`config.mk`:
```
export PLATFORM = sky130hd
export DESIGN_NAME = transition_player
export DESIGN_NICKNAME = d
export VERILOG_FILES = /design/src/rtl/transition_player_pkg.sv /design/src/rtl/ptrfifo.sv /design/src/rtl/transition_player_byte_stager.sv /design/src/rtl/transition_player.sv
export SDC_FILE = /design/constraint.sdc
export NUM_CORES = 1
export LEC_CHECK = 0
export CORE_UTILIZATION = 50
export DETAILED_ROUTE_END_ITERATION = 16
export GPL_ROUTABILITY_DRIVEN = 0
export GPL_TIMING_DRIVEN = 0
export HOLD_SLACK_MARGIN = 0.08
export MAX_ROUTING_LAYER = met4
export PLACE_DENSITY = 0.71
export SETUP_SLACK_MARGIN = 0.15
export SYNTH_ARGS = -nofsm -noshare
export SYNTH_HDL_FRONTEND = slang
export SYNTH_SLANG_ARGS = --single-unit
```
`constraint.sdc`:
```
create_clock -name clk -period 15.84 [get_ports clk]
set_clock_uncertainty 0.15 [all_clocks]
set_input_delay 3.168 -clock clk [delete_from_list [all_inputs] [get_ports clk]]
set_output_delay 3.168 -clock clk [all_outputs]
set_load 0.005 [all_outputs]
```
`src/rtl/transition_player_pkg.sv`:
```
// Shared definitions for the transition player: event word layout, FIFO depth
// and playback state encoding.
package transition_player_pkg;

  localparam int FIFO_DEPTH  = 8;
  localparam int EV_W        = 64;
  localparam int EV_LEVEL    = 0;
  localparam int EV_TIME_LSB = 1;
  localparam int EV_TIME_MSB = 63;

  typedef enum logic [1:0] {
    TP_IDLE = 2'd0,
    TP_WAIT = 2'd1,
    TP_GAP  = 2'd2
  } tp_state_e;

  function automatic logic [EV_TIME_MSB-EV_TIME_LSB:0] ev_time(input logic [EV_W-1:0] w);
    return w[EV_TIME_MSB:EV_TIME_LSB];
  endfunction

endpackage

```
`src/rtl/ptrfifo.sv`:
```
// Pointer-based synchronous FIFO with an extra wrap bit to tell full from empty.
module ptrfifo #(
  parameter int WIDTH = 64,
  parameter int DEPTH = 8
) (
  input  logic             clk,
  input  logic             rstn,
  input  logic             flush,
  input  logic             push,
  input  logic [WIDTH-1:0] wdata,
  input  logic             pop,
  output logic [WIDTH-1:0] rdata,
  output logic             full,
  output logic             empty
);

  localparam int AW = $clog2(DEPTH);

  logic [WIDTH-1:0] mem [DEPTH];
  logic [AW:0]      wptr_q, wptr_d, rptr_q, rptr_d;
  logic             do_push, do_pop;

  assign do_push = push && !full && !flush;
  assign do_pop  = pop && !empty && !flush;

  always_comb begin
    wptr_d = wptr_q;
    rptr_d = rptr_q;
    if (flush) begin
      wptr_d = '0;
      rptr_d = '0;
    end else begin
      if (do_push) wptr_d = wptr_q + 1'b1;
      if (do_pop)  rptr_d = rptr_q + 1'b1;
    end
  end

  always_ff @(posedge clk or negedge rstn) begin
    if (!rstn) begin
      wptr_q <= '0;
      rptr_q <= '0;
    end else begin
      wptr_q <= wptr_d;
      rptr_q <= rptr_d;
    end
  end

  // Storage carries no reset; only the pointers define what is valid.
  always_ff @(posedge clk) begin
    if (do_push) mem[wptr_q[AW-1:0]] <= wdata;
  end

  assign rdata = mem[rptr_q[AW-1:0]];
  assign empty = (wptr_q == rptr_q);
  assign full  = (wptr_q[AW] != rptr_q[AW]) && (wptr_q[AW-1:0] == rptr_q[AW-1:0]);

endmodule

```
`src/rtl/transition_player_byte_stager.sv`:
```
// 8-to-64 byte-lane staging register; host assembles an event word one byte at a time.
module byte_stager (
  input  logic        clk,
  input  logic        rstn,
  input  logic        wrbyte,
  input  logic [2:0]  byteaddr,
  input  logic [7:0]  datain,
  output logic [63:0] word
);

  logic [63:0] word_q, word_d;

  always_comb begin
    word_d = word_q;
    if (wrbyte) word_d[{byteaddr, 3'b000} +: 8] = datain;
  end

  always_ff @(posedge clk or negedge rstn) begin
    if (!rstn) word_q <= '0;
    else       word_q <= word_d;
  end

  assign word = word_q;

endmodule

```
`src/rtl/transition_player.sv`:
```
// Replays timestamped level changes ({time, level} words) onto one pin when the
// shared free-running counter reaches each event's timestamp.
module transition_player
  import transition_player_pkg::*;
#(
  parameter int   DEPTH      = FIFO_DEPTH,
  parameter logic INIT_LEVEL = 1'b0
) (
  input  logic        clk,
  input  logic        rstn,
  input  logic [62:0] counterin,
  input  logic [2:0]  byteaddr,
  input  logic [7:0]  datain,
  input  logic        wrbyte,
  input  logic        commit,
  input  logic        run,
  input  logic        flush,
  input  logic        clearerr,
  output logic        dataout,
  output logic        full,
  output logic        overrun,
  output logic        late,
  output logic        attention
);

  logic [EV_W-1:0] staging, head;
  logic [62:0]     head_time;
  logic            empty, fifo_full, push, pop, fire_late, overrun_set;

  tp_state_e state_q, state_d;
  logic      dataout_q, dataout_d;
  logic      overrun_q, overrun_d;
  logic      late_q, late_d;
  logic      attention_q, attention_d;

  byte_stager u_stager (
    .clk      (clk),
    .rstn     (rstn),
    .wrbyte   (wrbyte),
    .byteaddr (byteaddr),
    .datain   (datain),
    .word     (staging)
  );

  // Commit sees the registered staging word, so a same-cycle byte write lands after the push.
  assign push        = commit && !fifo_full && !flush;
  assign overrun_set = commit && fifo_full && !flush;

  ptrfifo #(.WIDTH(EV_W), .DEPTH(DEPTH)) u_fifo (
    .clk   (clk),
    .rstn  (rstn),
    .flush (flush),
    .push  (push),
    .wdata (staging),
    .pop   (pop),
    .rdata (head),
    .full  (fifo_full),
    .empty (empty)
  );

  assign head_time = ev_time(head);

  always_comb begin
    state_d   = state_q;
    dataout_d = dataout_q;
    pop       = 1'b0;
    fire_late = 1'b0;
    unique case (state_q)
      TP_IDLE: if (run && !empty) state_d = TP_WAIT;
      TP_WAIT: begin
        if (!run) begin
          state_d = TP_IDLE;
        end else if (head_time <= counterin) begin
          pop       = 1'b1;
          dataout_d = head[EV_LEVEL];
          fire_late = (head_time < counterin);
          state_d   = TP_GAP;
        end
      end
      // The popped head needs one clock before the next entry is visible.
      TP_GAP:  state_d = (run && !empty) ? TP_WAIT : TP_IDLE;
      default: state_d = TP_IDLE;
    endcase
    if (flush) begin
      state_d   = TP_IDLE;
      dataout_d = INIT_LEVEL;
      pop       = 1'b0;
      fire_late = 1'b0;
    end
  end

  always_comb begin
    overrun_d   = overrun_set || (overrun_q && !clearerr);
    late_d      = fire_late || (late_q && !clearerr);
    attention_d = (empty && run) || overrun_q || late_q;
  end

  always_ff @(posedge clk or negedge rstn) begin
    if (!rstn) begin
      state_q     <= TP_IDLE;
      dataout_q   <= INIT_LEVEL;
      overrun_q   <= 1'b0;
      late_q      <= 1'b0;
      attention_q <= 1'b0;
    end else begin
      state_q     <= state_d;
      dataout_q   <= dataout_d;
      overrun_q   <= overrun_d;
      late_q      <= late_d;
      attention_q <= attention_d;
    end
  end

  assign dataout   = dataout_q;
  assign full      = fifo_full;
  assign overrun   = overrun_q;
  assign late      = late_q;
  assign attention = attention_q;

endmodule

```
==> flow_summary.html, run 1 <==
<table>
<tr><th>Metric</th><th>Value</th></tr>
<tr><th colspan="2">Clocking</th></tr>
<tr><td>Post CTS Setup Buffer Count</td><td>0</td></tr>
<tr><td>CTS H-tree lvls</td><td>2</td></tr>
<tr><td>Maximum root-to-sink buffer count</td><td>3</td></tr>
<tr><td>Post-cts sizing count</td><td>0</td></tr>
<tr><td>Library cell used as clock root buffer</td><td>clkbuf_16</td></tr>
<tr><td>Clock latency on the worst-skew pair</td><td>0.61 ns</td></tr>
<tr><td>TritonCTS clock tree</td><td>yes</td></tr>
<tr><td>Hold-fix buffers at CTS</td><td>0</td></tr>
<tr><td>Clock sink count</td><td>590</td></tr>
<tr><td>Number of buffers created by CTS</td><td>57</td></tr>
<tr><td>Clk slew on worst S/H paths</td><td>0.06 ns</td></tr>
<tr><th colspan="2">Power</th></tr>
<tr><td>Max IR drop VDD</td><td>91.33 µV</td></tr>
<tr><td>Leak pwr</td><td>9.763 nW</td></tr>
<tr><td>Power per unit of standard cell area</td><td>123.3 mW/mm²</td></tr>
<tr><th colspan="2">Place</th></tr>
<tr><td>Estimated wirelength of the detail-placed design</td><td>34.75 mm</td></tr>
<tr><td>Cell Count Post-Placement</td><td>2,003</td></tr>
<tr><td>Number of port buffers</td><td>85</td></tr>
<tr><th colspan="2">Global routing</th></tr>
<tr><td>Number of global-route vias before repair</td><td>12,630</td></tr>
<tr><td>First-pass GRT wire length</td><td>79.36 mm</td></tr>
<tr><td>Pin count of the biggest net entering global routing</td><td>47</td></tr>
<tr><td>Total global routing track utilization</td><td>0.2289</td></tr>
<tr><td>Total global routing overflow</td><td>0</td></tr>
<tr><td>Initial antenna violation count</td><td>3</td></tr>
<tr><th colspan="2">Logic synthesis</th></tr>
<tr><td>Leading cell types by count after synthesis</td><td>512 x edfxtp_1, 128 x mux4_2, 97 x mux2_2</td></tr>
<tr><td>Count of flip-flops with a built-in enable after synthesis</td><td>512</td></tr>
<tr><td>Most used DFF post-synth</td><td>edfxtp_1</td></tr>
<tr><td>Average cell area after synthesis</td><td>18.99 µm²</td></tr>
<tr><td>Area share of the largest cell type after synthesis</td><td>0.6376</td></tr>
<tr><td>Cell count after synthesis</td><td>1,270</td></tr>
<tr><td>Warnings, synthesis</td><td>0</td></tr>
<tr><td>Cells taking the most area after synthesis</td><td>edfxtp_1 64%, mux4_2 12%, dfrtp_1 8.1%</td></tr>
<tr><td>Net count after synthesis</td><td>1,418</td></tr>
<tr><td>Proportion of synthesized flip-flops having asynchronous set or reset</td><td>0.1322</td></tr>
<tr><td>Largest area contributor in the synthesized netlist</td><td>edfxtp_1</td></tr>
<tr><td>Count leader, synth</td><td>edfxtp_1</td></tr>
<tr><td>Netlist Area Pre-Place</td><td>0.02411 mm²</td></tr>
<tr><td>Synth Register Bits</td><td>590</td></tr>
<tr><td>Share of synthesized area occupied by flip-flops and latches</td><td>0.7185</td></tr>
<tr><td>Netlist cell types</td><td>54</td></tr>
<tr><th colspan="2">Finish</th></tr>
<tr><td># fillers</td><td>3,434</td></tr>
<tr><td>Final #Nets</td><td>1,595</td></tr>
<tr><td>Fraction of layout instances using a drive strength above 1</td><td>0.2482</td></tr>
<tr><td>Non-filler instance count after layout</td><td>2,111</td></tr>
<tr><td>Synth-to-layout area growth</td><td>16.68%</td></tr>
<tr><th colspan="2">Timing</th></tr>
<tr><td>Slew at the pin with the worst max-slew slack</td><td>1.215 ns</td></tr>
<tr><td>RSZ-0062 raised after global routing</td><td>false</td></tr>
<tr><td>Portion of the clock cycle consumed by the worst path in the final layout</td><td>0.4059</td></tr>
<tr><td>Total count of hold-check failures in the final report</td><td>0</td></tr>
<tr><td>Max-slew violation count</td><td>0</td></tr>
<tr><td>Finish-stage setup viols</td><td>0</td></tr>
<tr><td>Final critical delay including setup and external delays</td><td>6.429 ns</td></tr>
<tr><td>Worst relative slew slack</td><td>0.1825</td></tr>
<tr><td>Max Fclk</td><td>155.5 MHz</td></tr>
<tr><td>Fin Setup TNS</td><td>0 ns</td></tr>
<tr><th colspan="2">Status</th></tr>
<tr><td>Run status</td><td>complete, no violations</td></tr>
<tr><th colspan="2">Routing</th></tr>
<tr><td>Average routed wire per standard cell</td><td>25.08 µm</td></tr>
<tr><td>Total wirelength of the detailed-routed design</td><td>52.94 mm</td></tr>
<tr><td>DRT iter0 DRCs</td><td>1,144</td></tr>
<tr><td>Via count</td><td>12,270</td></tr>
<tr><td>Number of search-and-repair iterations in the first detailed-routing pass</td><td>5</td></tr>
<tr><td>Routed vias/inst</td><td>5.810</td></tr>
<tr><td>Residual DRC</td><td>0</td></tr>
<tr><td>Antenna-violating nets left</td><td>0</td></tr>
<tr><th colspan="2">Floorplan</th></tr>
<tr><td># IOs</td><td>86</td></tr>
<tr><td>Chip Width</td><td>221.6 µm</td></tr>
<tr><td>Vertical die dimension</td><td>221.6 µm</td></tr>
<tr><td>Die area</td><td>0.04911 mm²</td></tr>
<tr><td>Placement Rows</td><td>80</td></tr>
<tr><td>Core outline area</td><td>0.04765 mm²</td></tr>
<tr><td>Initial core utilization</td><td>0.5061</td></tr>
<tr><th colspan="2">Worst setup path</th></tr>
<tr><td>Logic depth of the worst register-to-register path</td><td>14</td></tr>
<tr><td>Largest fanout on the critical path</td><td>5</td></tr>
<tr><td>Worst Setup Start Kind</td><td>input pin</td></tr>
<tr><td>Critical path capture point type</td><td>flop</td></tr>
<tr><td>Type of the setup path with the least slack</td><td>in -&gt; reg</td></tr>
<tr><td>Arrival time of the worst setup path</td><td>6.76 ns</td></tr>
<tr><td>WP data required</td><td>16.17 ns</td></tr>
<tr><th colspan="2">Worst hold path</th></tr>
<tr><td>Worst Hold Class</td><td>reg -&gt; reg</td></tr>
<tr><td>Min-Delay Path Depth</td><td>2</td></tr>
<tr><th colspan="2">Job</th></tr>
<tr><td>Max-cap viol count</td><td>0</td></tr>
</table>
==> cells by family (layout without fill, tap and decap cells) <==
family	after synthesis	count (layout)	synth area share
buffers and inverters	132	357	0.02283
and+or+nand+nor	167	167	0.03539
xor gates and xnor gates	8	8	0.002906
muxes	232	232	0.1678
AOI/OAI and AO/OA	74	74	0.01780
adders and majority gates	67	67	0.03476
DFF	590	590	0.7185
other	0	1	0
==> stage by stage <==
stage	cell area [µm²]	hold WS, ns	total power, W	worst slack, ns	util
floorplan	24110	0.3247	0.002098	7.086	-
global placement	25730	0.3144	0.002198	1.764	0.5401
detailed placement	26370	0.3485	0.002224	8.840	0.5535
CTS	28130	0.3621	0.003488	9.486	0.5905
global route	28140	0.3982	0.003587	9.319	0.5905
finish	28140	0.3603	0.003468	9.411	0.5905
==> worst max-delay path: stages <==
cell,delay (ns)
clkdlybuf4s50_1,0.45
inv_1,0.04
ha_1,0.30
nand4_1,0.21
nor4_1,1.07
nand3b_1,0.14
o22ai_1,0.59
a2111oi_1,0.13
nor2_2,0.25
nor2_1,0.10
mux2_1,0.31
==> per-layer routing <==
layer | vias up | wire (µm) | global-route usage
met5 | - | 0 | -
met1 | 6395 | 22360 | 0.3116
met4 | 0 | 1186 | 0.06272
met3 | 71 | 3514 | 0.04227
li1 | 5393 | - | -
met2 | 406 | 25880 | 0.3577
==> path summary, 6_finish.rpt <==
check	endpoint	slack (ns)	start
worst max-delay path	u_fifo.rptr_q[3]	9.41	counterin[34]
worst min-delay path	attention	0.36	overrun
worst max register to register	u_fifo.rptr_q[3]	9.93	u_fifo.rptr_q[1]
worst min register to register	attention	0.36	overrun
max in group asynchronous	u_stager.word[40]	12.47	rstn
min in group asynchronous	u_stager.word[28]	2.40	rstn
==> report_power, final <==
| part | switching, W | total (W) | leakage (nW) | internal (W) |
|---|---|---|---|---|
| Clock | 0.000547 | 0.00128 | 0.859 | 0.000729 |
| Sequential | 0.000111 | 0.00198 | 5.70 | 0.00187 |
| Combinational | 0.000107 | 0.000215 | 3.21 | 0.000108 |
==> registers in the layout, summed over array words and instances (netlist names) <==
signal         count
late               1
u_fifo.rptr_q      4
state_q            2
attention          1
overrun            1
u_stager.word     64
dataout            1
u_fifo.wptr_q      4
u_fifo.mem       512
==> layout by cell type (no fill, tap or decap), drive strengths merged, types with 2 or more instances in the layout <==
master	instances
edfxtp	512
mux4	128
clkbuf	115
mux2	98
inv	86
clkdlybuf4s50	84
dfrtp	78
ha	67
nand2	59
buf	56
o21ai	28
a21oi	28
nor2	28
nand3	26
nand4	14
clkinv	13
nor3	11
nand2b	9
xor2	7
mux2i	6
or3	4
nand3b	4
a211oi	3
a221oi	3
nor2b	3
nor4	3
o22ai	2
and4	2
a21boi	2
==> final cells by class <==
cell class / instances / area, µm² / share of cell area
flip-flops and latches: 590 / 17330 / 0.6158
multi-input cells: 548 / 6292 / 0.2236
clock buffers: 91 / 1657 / 0.05888
repair buffers: 118 / 1433 / 0.05092
well taps: 615 / 769.5 / 0.02735
inverters: 85 / 319.1 / 0.01134
plain buffers: 47 / 231.5 / 0.008227
clock inverters: 16 / 105.1 / 0.003736
diodes: 1 / 2.502 / 0.00008894
Power figures use the tool's default switching activity.
==> run 2: changes to the inputs <==
==> constraint.sdc (replaced) <==
create_clock -name clk -period 6.2 [get_ports clk]
set_clock_uncertainty 0.15 [all_clocks]
set_input_delay 1.24 -clock clk [delete_from_list [all_inputs] [get_ports clk]]
set_output_delay 1.24 -clock clk [all_outputs]
set_load 0.005 [all_outputs]
==> flow_summary.html, run 2 (same netlist as run 1, synthesis figures left out) <==
<table>
<tr><th>Metric</th><th>Value</th></tr>
<tr><th colspan="2">Status</th></tr>
<tr><td>Run status</td><td>complete, no violations</td></tr>
<tr><th colspan="2">Routing</th></tr>
<tr><td>Number of search-and-repair iterations in the first detailed-routing pass</td><td>5</td></tr>
<tr><td>Average routed wire per standard cell</td><td>25.16 µm</td></tr>
<tr><td>Total wirelength of the detailed-routed design</td><td>52.91 mm</td></tr>
<tr><td>Routed vias/inst</td><td>5.835</td></tr>
<tr><td>DRT iter0 DRCs</td><td>972</td></tr>
<tr><td>Antenna-violating nets left</td><td>0</td></tr>
<tr><td>Via count</td><td>12,270</td></tr>
<tr><td>Residual DRC</td><td>0</td></tr>
<tr><th colspan="2">Timing</th></tr>
<tr><td>Slew at the pin with the worst max-slew slack</td><td>1.055 ns</td></tr>
<tr><td>Total count of hold-check failures in the final report</td><td>0</td></tr>
<tr><td>Final critical delay including setup and external delays</td><td>5.825 ns</td></tr>
<tr><td>Worst relative slew slack</td><td>0.2899</td></tr>
<tr><td>Portion of the clock cycle consumed by the worst path in the final layout</td><td>0.9395</td></tr>
<tr><td>Finish-stage setup viols</td><td>0</td></tr>
<tr><td>Max Fclk</td><td>171.7 MHz</td></tr>
<tr><td>Max-slew violation count</td><td>0</td></tr>
<tr><td>RSZ-0062 raised after global routing</td><td>false</td></tr>
<tr><td>Fin Setup TNS</td><td>0 ns</td></tr>
<tr><th colspan="2">Finish</th></tr>
<tr><td>Commonest cells after routing, fill and taps aside</td><td>512 x edfxtp_1, 128 x mux4_2, 97 x mux2_2, 85 x inv_1, 84 x clkdlybuf4s50_1</td></tr>
<tr><td>Multi-input gate area in the final layout</td><td>0.006305 mm²</td></tr>
<tr><td># fillers</td><td>3,395</td></tr>
<tr><td>Max FFs per register</td><td>512</td></tr>
<tr><td>Non-filler instance count after layout</td><td>2,103</td></tr>
<tr><td>Synth-to-layout area growth</td><td>17.29%</td></tr>
<tr><td>FF+latch area</td><td>0.01733 mm²</td></tr>
<tr><td>Fraction of layout instances using a drive strength above 1</td><td>0.2508</td></tr>
<tr><td>Most common library cell in the layout ignoring fill and taps</td><td>edfxtp_1</td></tr>
<tr><td>Total non-filler cell area in the finished layout</td><td>0.02828 mm²</td></tr>
<tr><td>Final #Nets</td><td>1,587</td></tr>
<tr><th colspan="2">Clocking</th></tr>
<tr><td>Post CTS Setup Buffer Count</td><td>0</td></tr>
<tr><td>Clk slew on worst S/H paths</td><td>0.06 ns</td></tr>
<tr><td>Number of buffers created by CTS</td><td>57</td></tr>
<tr><td>Hold-fix buffers at CTS</td><td>0</td></tr>
<tr><td>Maximum root-to-sink buffer count</td><td>3</td></tr>
<tr><td>CTS H-tree lvls</td><td>2</td></tr>
<tr><td>TritonCTS clock tree</td><td>yes</td></tr>
<tr><td>Library cell used as clock root buffer</td><td>clkbuf_16</td></tr>
<tr><td>Clock sink count</td><td>590</td></tr>
<tr><td>Clock latency on the worst-skew pair</td><td>0.60 ns</td></tr>
<tr><td>Post-cts sizing count</td><td>0</td></tr>
<tr><th colspan="2">Power</th></tr>
<tr><td>Proportion of power drawn by flip-flops and latches</td><td>0.554</td></tr>
<tr><td>Overall power</td><td>0.009126 W</td></tr>
<tr><td>Internal power summed over all cells</td><td>0.007137 W</td></tr>
<tr><td>Net switching power</td><td>0.001989 W</td></tr>
<tr><td>Max IR drop VDD</td><td>222.4 µV</td></tr>
<tr><td>Clock share of power</td><td>0.385</td></tr>
<tr><td>Leak pwr</td><td>9.816 nW</td></tr>
<tr><td>Power per unit of standard cell area</td><td>322.6 mW/mm²</td></tr>
<tr><td>Combinational share of power</td><td>0.061</td></tr>
<tr><td>Switching power share of the total</td><td>0.2180</td></tr>
<tr><th colspan="2">Global routing</th></tr>
<tr><td>Initial antenna violation count</td><td>1</td></tr>
<tr><td>Number of global-route vias before repair</td><td>12,950</td></tr>
<tr><td>Total global routing overflow</td><td>0</td></tr>
<tr><td>Pin count of the biggest net entering global routing</td><td>55</td></tr>
<tr><td>First-pass GRT wire length</td><td>79.18 mm</td></tr>
<tr><td>Total global routing track utilization</td><td>0.2281</td></tr>
<tr><th colspan="2">Worst setup path</th></tr>
<tr><td>Worst Setup Start Kind</td><td>flop</td></tr>
<tr><td>Critical path capture point type</td><td>flop</td></tr>
<tr><td>Largest delay contributor family on the critical path</td><td>simple AND/OR/NAND/NOR gates</td></tr>
<tr><td>Max stage delay cell, worst path</td><td>nor4_1</td></tr>
<tr><td>Delay contributed by the slowest stage of the critical path</td><td>0.96 ns</td></tr>
<tr><td>Type of the setup path with the least slack</td><td>reg -&gt; reg</td></tr>
<tr><td>Arrival time of the worst setup path</td><td>6.14 ns</td></tr>
<tr><td>WP data required</td><td>6.51 ns</td></tr>
<tr><td>Number of buffers and inverters on the critical path</td><td>3</td></tr>
<tr><td>Largest fanout on the critical path</td><td>10</td></tr>
<tr><td>Critical path, cell by cell</td><td>buf_2 &gt; clkbuf_1 &gt; clkbuf_1 &gt; mux4_2 &gt; mux2_2 &gt; ha_1 &gt; nand4_1 &gt; nor4_1 &gt; nand3b_1 &gt; o22ai_1 &gt; a21oi_1 &gt; a21boi_1 &gt; or3_1 &gt; a21oi_1</td></tr>
<tr><th colspan="2">Floorplan</th></tr>
<tr><td>Placement Rows</td><td>80</td></tr>
<tr><td># IOs</td><td>86</td></tr>
<tr><td>Vertical die dimension</td><td>221.6 µm</td></tr>
<tr><td>Initial core utilization</td><td>0.5061</td></tr>
<tr><td>Core outline area</td><td>0.04765 mm²</td></tr>
<tr><td>Die area</td><td>0.04911 mm²</td></tr>
<tr><td>Chip Width</td><td>221.6 µm</td></tr>
<tr><th colspan="2">Job</th></tr>
<tr><td>Max-cap viol count</td><td>0</td></tr>
<tr><th colspan="2">Place</th></tr>
<tr><td>Placed standard-cell area</td><td>0.02635 mm²</td></tr>
<tr><td>Number of port buffers</td><td>85</td></tr>
<tr><td>Cell Count Post-Placement</td><td>1,995</td></tr>
<tr><td>Estimated wirelength of the detail-placed design</td><td>34.48 mm</td></tr>
<tr><th colspan="2">Worst hold path</th></tr>
<tr><td>Worst Hold Class</td><td>reg -&gt; reg</td></tr>
</table>
## run 2: cell count changes in the layout (fill, tap and decap cells not counted)
cell	change
clkbuf_8	+6
buf_8	-2
bufinv_16	+4
clkbuf_1	-10
inv_6	+1
nor3_2	-2
buf_16	+5
nor3_4	+2
buf_6	-9
buf_12	-2
clkinv_2	-1
## run 2: stage by stage
step	setup WS, ns	utilization	hold slack (ns)
final	0.3750	0.5936	0.3416
after global routing	0.2390	0.5936	0.3832
after CTS	0.4639	0.5936	0.3446
after detailed placement	0.5300	0.5530	0.3308
after global placement	-2.559	0.5403	0.3159
after floorplan	1.106	-	0.3247
## run 2: cell type report
cell class,count,share of cell area
multi-input combinational,548,0.2229
sequential,590,0.6126
inverter,85,0.01128
tap,615,0.02721
clock inverter,20,0.008096
timing repair buffer,110,0.04946
clock buffer,87,0.06016
antenna,1,0.00008848
buffer,47,0.008184
## run 2: final timing paths
path / startpoint / to / slack, ns / depth (start not counted)
max: u_fifo.rptr_q[1] / dataout / 0.38 / 14
min: overrun / attention / 0.34 / 2
max reg2reg: u_fifo.rptr_q[1] / dataout / 0.38 / 14
min reg2reg: overrun / attention / 0.34 / 2
max in group asynchronous: rstn / u_stager.word[52] / 4.83 / 2
min in group asynchronous: rstn / u_stager.word[28] / 0.40 / 1
## run 2: worst register-to-register path: cells and delay by family, from the launching register on
kind | cells | cell delay, ns
buf+inv | 3 | 1.49
fa+ha+maj | 1 | 0.29
simple gates | 4 | 1.52
mux | 2 | 0.75
compound gates | 4 | 1.14
flops | 1 | 0.35
## run 2: power by group through the flow
| stage | Clock, W | Sequential (W) | Combinational (W) |
|---|---|---|---|
| 3_3_place_gp | 0 | 0.00511 | 0.000510 |
| 6_report | 0.00351 | 0.00506 | 0.000553 |
| 4_1_cts | 0.00354 | 0.00505 | 0.000561 |
| 3_5_place_dp | 0 | 0.00513 | 0.000555 |
| 5_1_grt | 0.00370 | 0.00509 | 0.000611 |
| 2_1_floorplan | 0 | 0.00502 | 0.000337 |
## run 2: layer usage
layer  vias up  share of wire  global-route usage
li1       5376              -                   -
met1      6431           0.41              0.2882
met2       393           0.51              0.3815
met3        70          0.059             0.03830
met4         0          0.021             0.06608
met5         -              0                   -
==> run 3: changes to the inputs <==
--- a/config.mk
+++ b/config.mk
@@ -6,6 +6,7 @@
 export NUM_CORES = 1
 export LEC_CHECK = 0
 export CORE_UTILIZATION = 50
+export CTS_CLUSTER_SIZE = 30
 export DETAILED_ROUTE_END_ITERATION = 16
 export GPL_ROUTABILITY_DRIVEN = 0
 export GPL_TIMING_DRIVEN = 0
@@ -15,4 +16,5 @@
 export SETUP_SLACK_MARGIN = 0.15
 export SYNTH_ARGS = -nofsm -noshare
 export SYNTH_HDL_FRONTEND = slang
+export SYNTH_HIERARCHICAL = 1
 export SYNTH_SLANG_ARGS = --single-unit
==> flow_summary.html, run 3 <==
<table>
<tr><th>Metric</th><th>Value</th></tr>
<tr><th colspan="2">Timing</th></tr>
<tr><td>Portion of the clock cycle consumed by the worst path in the final layout</td><td>0.8917</td></tr>
<tr><td>Slew at the pin with the worst max-slew slack</td><td>1.018 ns</td></tr>
<tr><td>Max Fclk</td><td>180.9 MHz</td></tr>
<tr><td>Total count of hold-check failures in the final report</td><td>0</td></tr>
<tr><td>Finish-stage setup viols</td><td>0</td></tr>
<tr><td>Final critical delay including setup and external delays</td><td>5.529 ns</td></tr>
<tr><td>RSZ-0062 raised after global routing</td><td>false</td></tr>
<tr><td>Max-slew violation count</td><td>0</td></tr>
<tr><td>Worst path setup slack after routing</td><td>0.6712 ns</td></tr>
<tr><td>Worst relative slew slack</td><td>0.3204</td></tr>
<tr><th colspan="2">Global routing</th></tr>
<tr><td>First-pass GRT wire length</td><td>77.71 mm</td></tr>
<tr><td>Pin count of the biggest net entering global routing</td><td>47</td></tr>
<tr><td>Total global routing overflow</td><td>0</td></tr>
<tr><td>Total global routing track utilization</td><td>0.2213</td></tr>
<tr><td>Initial antenna violation count</td><td>3</td></tr>
<tr><td>Met2 Usage GRT</td><td>0.3666</td></tr>
<tr><td>Global routing's busiest layer</td><td>met2</td></tr>
<tr><td>Number of global-route vias before repair</td><td>12,630</td></tr>
<tr><td>Met1 Track Usage GR</td><td>0.2854</td></tr>
<tr><td>Met3 layer usage reported by global route</td><td>0.03134</td></tr>
<tr><th colspan="2">Routing</th></tr>
<tr><td>Average routed wire per standard cell</td><td>24.77 µm</td></tr>
<tr><td>Number of search-and-repair iterations in the first detailed-routing pass</td><td>5</td></tr>
<tr><td>Total wirelength of the detailed-routed design</td><td>52.13 mm</td></tr>
<tr><td>Antenna-violating nets left</td><td>0</td></tr>
<tr><td>Residual DRC</td><td>0</td></tr>
<tr><td>Via count</td><td>12,360</td></tr>
<tr><td>DRT iter0 DRCs</td><td>1,005</td></tr>
<tr><td>Routed vias/inst</td><td>5.872</td></tr>
<tr><th colspan="2">Finish</th></tr>
<tr><td>Synth-to-layout area growth</td><td>18.19%</td></tr>
<tr><td>Commonest cells after routing, fill and taps aside</td><td>512 x edfxtp_1, 128 x mux4_2, 110 x mux2_2, 84 x clkdlybuf4s50_1, 78 x dfrtp_1</td></tr>
<tr><td>Max FFs per register</td><td>512</td></tr>
<tr><td>Most common library cell in the layout ignoring fill and taps</td><td>edfxtp_1</td></tr>
<tr><td>Final core utilization</td><td>0.6023</td></tr>
<tr><td>Fraction of layout instances using a drive strength above 1</td><td>0.2937</td></tr>
<tr><td>Non-filler instance count after layout</td><td>2,105</td></tr>
<tr><td>Final #Nets</td><td>1,589</td></tr>
<tr><th colspan="2">Logic synthesis</th></tr>
<tr><td>Area share of the largest cell type after synthesis</td><td>0.6292</td></tr>
<tr><td>Most used DFF post-synth</td><td>edfxtp_1</td></tr>
<tr><td>Cell count after synthesis</td><td>1,255</td></tr>
<tr><td>Cells taking the most area after synthesis</td><td>edfxtp_1 63%, mux4_2 12%, dfrtp_1 8.0%</td></tr>
<tr><td>Net count after synthesis</td><td>1,404</td></tr>
<tr><td>Proportion of synthesized flip-flops having asynchronous set or reset</td><td>0.1322</td></tr>
<tr><td>Netlist Area Pre-Place</td><td>0.02443 mm²</td></tr>
<tr><td>Count leader, synth</td><td>edfxtp_1</td></tr>
<tr><td>Count of flip-flops with a built-in enable after synthesis</td><td>512</td></tr>
<tr><td>Netlist cell types</td><td>54</td></tr>
<tr><td>Largest area contributor in the synthesized netlist</td><td>edfxtp_1</td></tr>
<tr><td>Warnings, synthesis</td><td>6</td></tr>
<tr><td>Synth Register Bits</td><td>590</td></tr>
<tr><td>Average cell area after synthesis</td><td>19.47 µm²</td></tr>
<tr><td>Leading cell types by count after synthesis</td><td>512 x edfxtp_1, 128 x mux4_2, 110 x mux2_2</td></tr>
<tr><td>Share of synthesized area occupied by flip-flops and latches</td><td>0.7091</td></tr>
<tr><th colspan="2">Power</th></tr>
<tr><td>Overall power</td><td>0.008834 W</td></tr>
<tr><td>Proportion of power drawn by flip-flops and latches</td><td>0.565</td></tr>
<tr><td>Leak pwr</td><td>10.03 nW</td></tr>
<tr><td>Power per unit of standard cell area</td><td>305.9 mW/mm²</td></tr>
<tr><td>Combinational share of power</td><td>0.049</td></tr>
<tr><td>Switching power share of the total</td><td>0.2136</td></tr>
<tr><td>Internal power summed over all cells</td><td>0.006947 W</td></tr>
<tr><td>Clock share of power</td><td>0.386</td></tr>
<tr><td>Net switching power</td><td>0.001887 W</td></tr>
<tr><td>Max IR drop VDD</td><td>250.0 µV</td></tr>
<tr><th colspan="2">Worst setup path</th></tr>
<tr><td>Max stage delay cell, worst path</td><td>nor4_1</td></tr>
<tr><td>Arrival time of the worst setup path</td><td>5.87 ns</td></tr>
<tr><td>Type of the setup path with the least slack</td><td>reg -&gt; reg</td></tr>
<tr><td>Critical path capture point type</td><td>flop</td></tr>
<tr><td>Largest fanout on the critical path</td><td>10</td></tr>
<tr><td>WP data required</td><td>6.54 ns</td></tr>
<tr><td>Delay contributed by the slowest stage of the critical path</td><td>0.68 ns</td></tr>
<tr><td>Critical path, cell by cell</td><td>clkbuf_1 &gt; buf_2 &gt; clkbuf_2 &gt; mux2_2 &gt; ha_1 &gt; nand4_1 &gt; nor4_1 &gt; nand3_1 &gt; nor3_2 &gt; inv_1 &gt; a211oi_1 &gt; inv_1 &gt; a41oi_1 &gt; mux2_2</td></tr>
<tr><td>Worst Setup Start Kind</td><td>flop</td></tr>
<tr><th colspan="2">Clocking</th></tr>
<tr><td>Clock sink count</td><td>590</td></tr>
<tr><td>CTS H-tree lvls</td><td>2</td></tr>
<tr><td>Maximum root-to-sink buffer count</td><td>3</td></tr>
<tr><td>Hold-fix buffers at CTS</td><td>0</td></tr>
<tr><td>Number of buffers created by CTS</td><td>56</td></tr>
<tr><td>Clk slew on worst S/H paths</td><td>0.06 ns</td></tr>
<tr><td>Clock latency on the worst-skew pair</td><td>0.62 ns</td></tr>
<tr><td>Library cell used as clock root buffer</td><td>clkbuf_16</td></tr>
<tr><td>TritonCTS clock tree</td><td>yes</td></tr>
<tr><th colspan="2">Job</th></tr>
<tr><td>Max-cap viol count</td><td>0</td></tr>
<tr><th colspan="2">Place</th></tr>
<tr><td>Estimated wirelength of the detail-placed design</td><td>34.36 mm</td></tr>
<tr><td>Number of port buffers</td><td>85</td></tr>
<tr><td>Cell Count Post-Placement</td><td>1,997</td></tr>
<tr><td>Placement Setup Slack</td><td>0.01339 ns</td></tr>
<tr><th colspan="2">Floorplan</th></tr>
<tr><td>Core outline area</td><td>0.04795 mm²</td></tr>
<tr><td># IOs</td><td>86</td></tr>
<tr><td>Chip Width</td><td>223.1 µm</td></tr>
<tr><td>Initial core utilization</td><td>0.5096</td></tr>
<tr><td>Placement Rows</td><td>80</td></tr>
<tr><td>Die area</td><td>0.04976 mm²</td></tr>
<tr><td>Vertical die dimension</td><td>223.1 µm</td></tr>
<tr><th colspan="2">Worst hold path</th></tr>
<tr><td>Worst Hold Class</td><td>reg -&gt; reg</td></tr>
<tr><th colspan="2">Status</th></tr>
<tr><td>Run status</td><td>complete, no violations</td></tr>
</table>
[run 3: timing repair]
| action | 4_1_cts | 5_1_grt |
|---|---|---|
| gates resized for setup | 1 | 13 |
| hold endpoints to repair | 0 | 0 |
| setup endpoints to repair | 4 | 4 |
| setup buffers | 0 | 0 |
| gates cloned | 0 | 0 |
[run 3: critical path: cells and delay by family, from the launching register on]
kind / cells / cell delay [ns]
flops: 1 / 0.32
simple gates: 4 / 1.69
mux: 2 / 0.81
buf+inv: 5 / 1.43
compound gates: 2 / 0.67
fa+ha+maj: 1 / 0.33
[run 3: final timing paths]
path | from | to | slack [ns] | cells after the start
setup / recovery | u_fifo/rptr_q[2] | u_fifo/rptr_q[0] | 0.67 | 14
hold / removal | overrun | attention | 0.34 | 2
setup reg to reg | u_fifo/rptr_q[2] | u_fifo/rptr_q[0] | 0.67 | 14
hold reg to reg | overrun | attention | 0.34 | 2
max in group asynchronous | rstn | u_stager/word[37] | 4.76 | 2
min in group asynchronous | rstn | u_stager/word[19] | 0.46 | 1
[run 3: layer usage]
| layer | share of wire | vias to the layer above |
|---|---|---|
| met3 | 0.056 | 74 |
| met4 | 0.022 | 0 |
| met1 | 0.41 | 6484 |
| li1 | - | 5433 |
| met5 | 0 | - |
| met2 | 0.51 | 369 |
[run 3: area by class of cell]
class,instances,area [µm²]
fillers,3378,19070
flip-flops and latches,590,17330
multi-input cells,542,6645
repair buffers,127,1687
clock buffers,77,1613
well taps,615,769.5
plain buffers,52,316.6
inverters,71,266.5
clock inverters,29,251.5
diodes,2,5.005
[run 3: cell families (layout without fill, tap and decap cells)]
family                   after synthesis  after routing  synth area share
buffers and inverters                123            356           0.02340
AO/OA/AOI/OAI                         78             78           0.02120
adder cells (fa/ha/maj)               68             68           0.03482
AND/OR/NAND/NOR                      140            140           0.03395
multiplexers                         251            251            0.1757
other                                  0              2                 0
flip-flops                           590            590            0.7091
XOR/XNOR                               5              5          0.001792
[run 3: power groups by stage]
stage | clock [W] | combinational, W | sequential, W
floorplan | 0 | 0.000270 | 0.00498
global placement | 0 | 0.000408 | 0.00504
detailed placement | 0 | 0.000435 | 0.00507
CTS | 0.00347 | 0.000440 | 0.00499
global route | 0.00361 | 0.000475 | 0.00503
finish | 0.00341 | 0.000434 | 0.00499
[run 3: metrics by stage]
stage          cell area, µm²  TNS (ns)  hold slack [ns]
2_1_floorplan           24480         0           0.3342
3_3_place_gp            26100  -1471.39           0.3263
3_5_place_dp            26990         0           0.3326
4_1_cts                 28860         0           0.3382
5_1_grt                 28880         0           0.3726
6_report                28880         0           0.3383
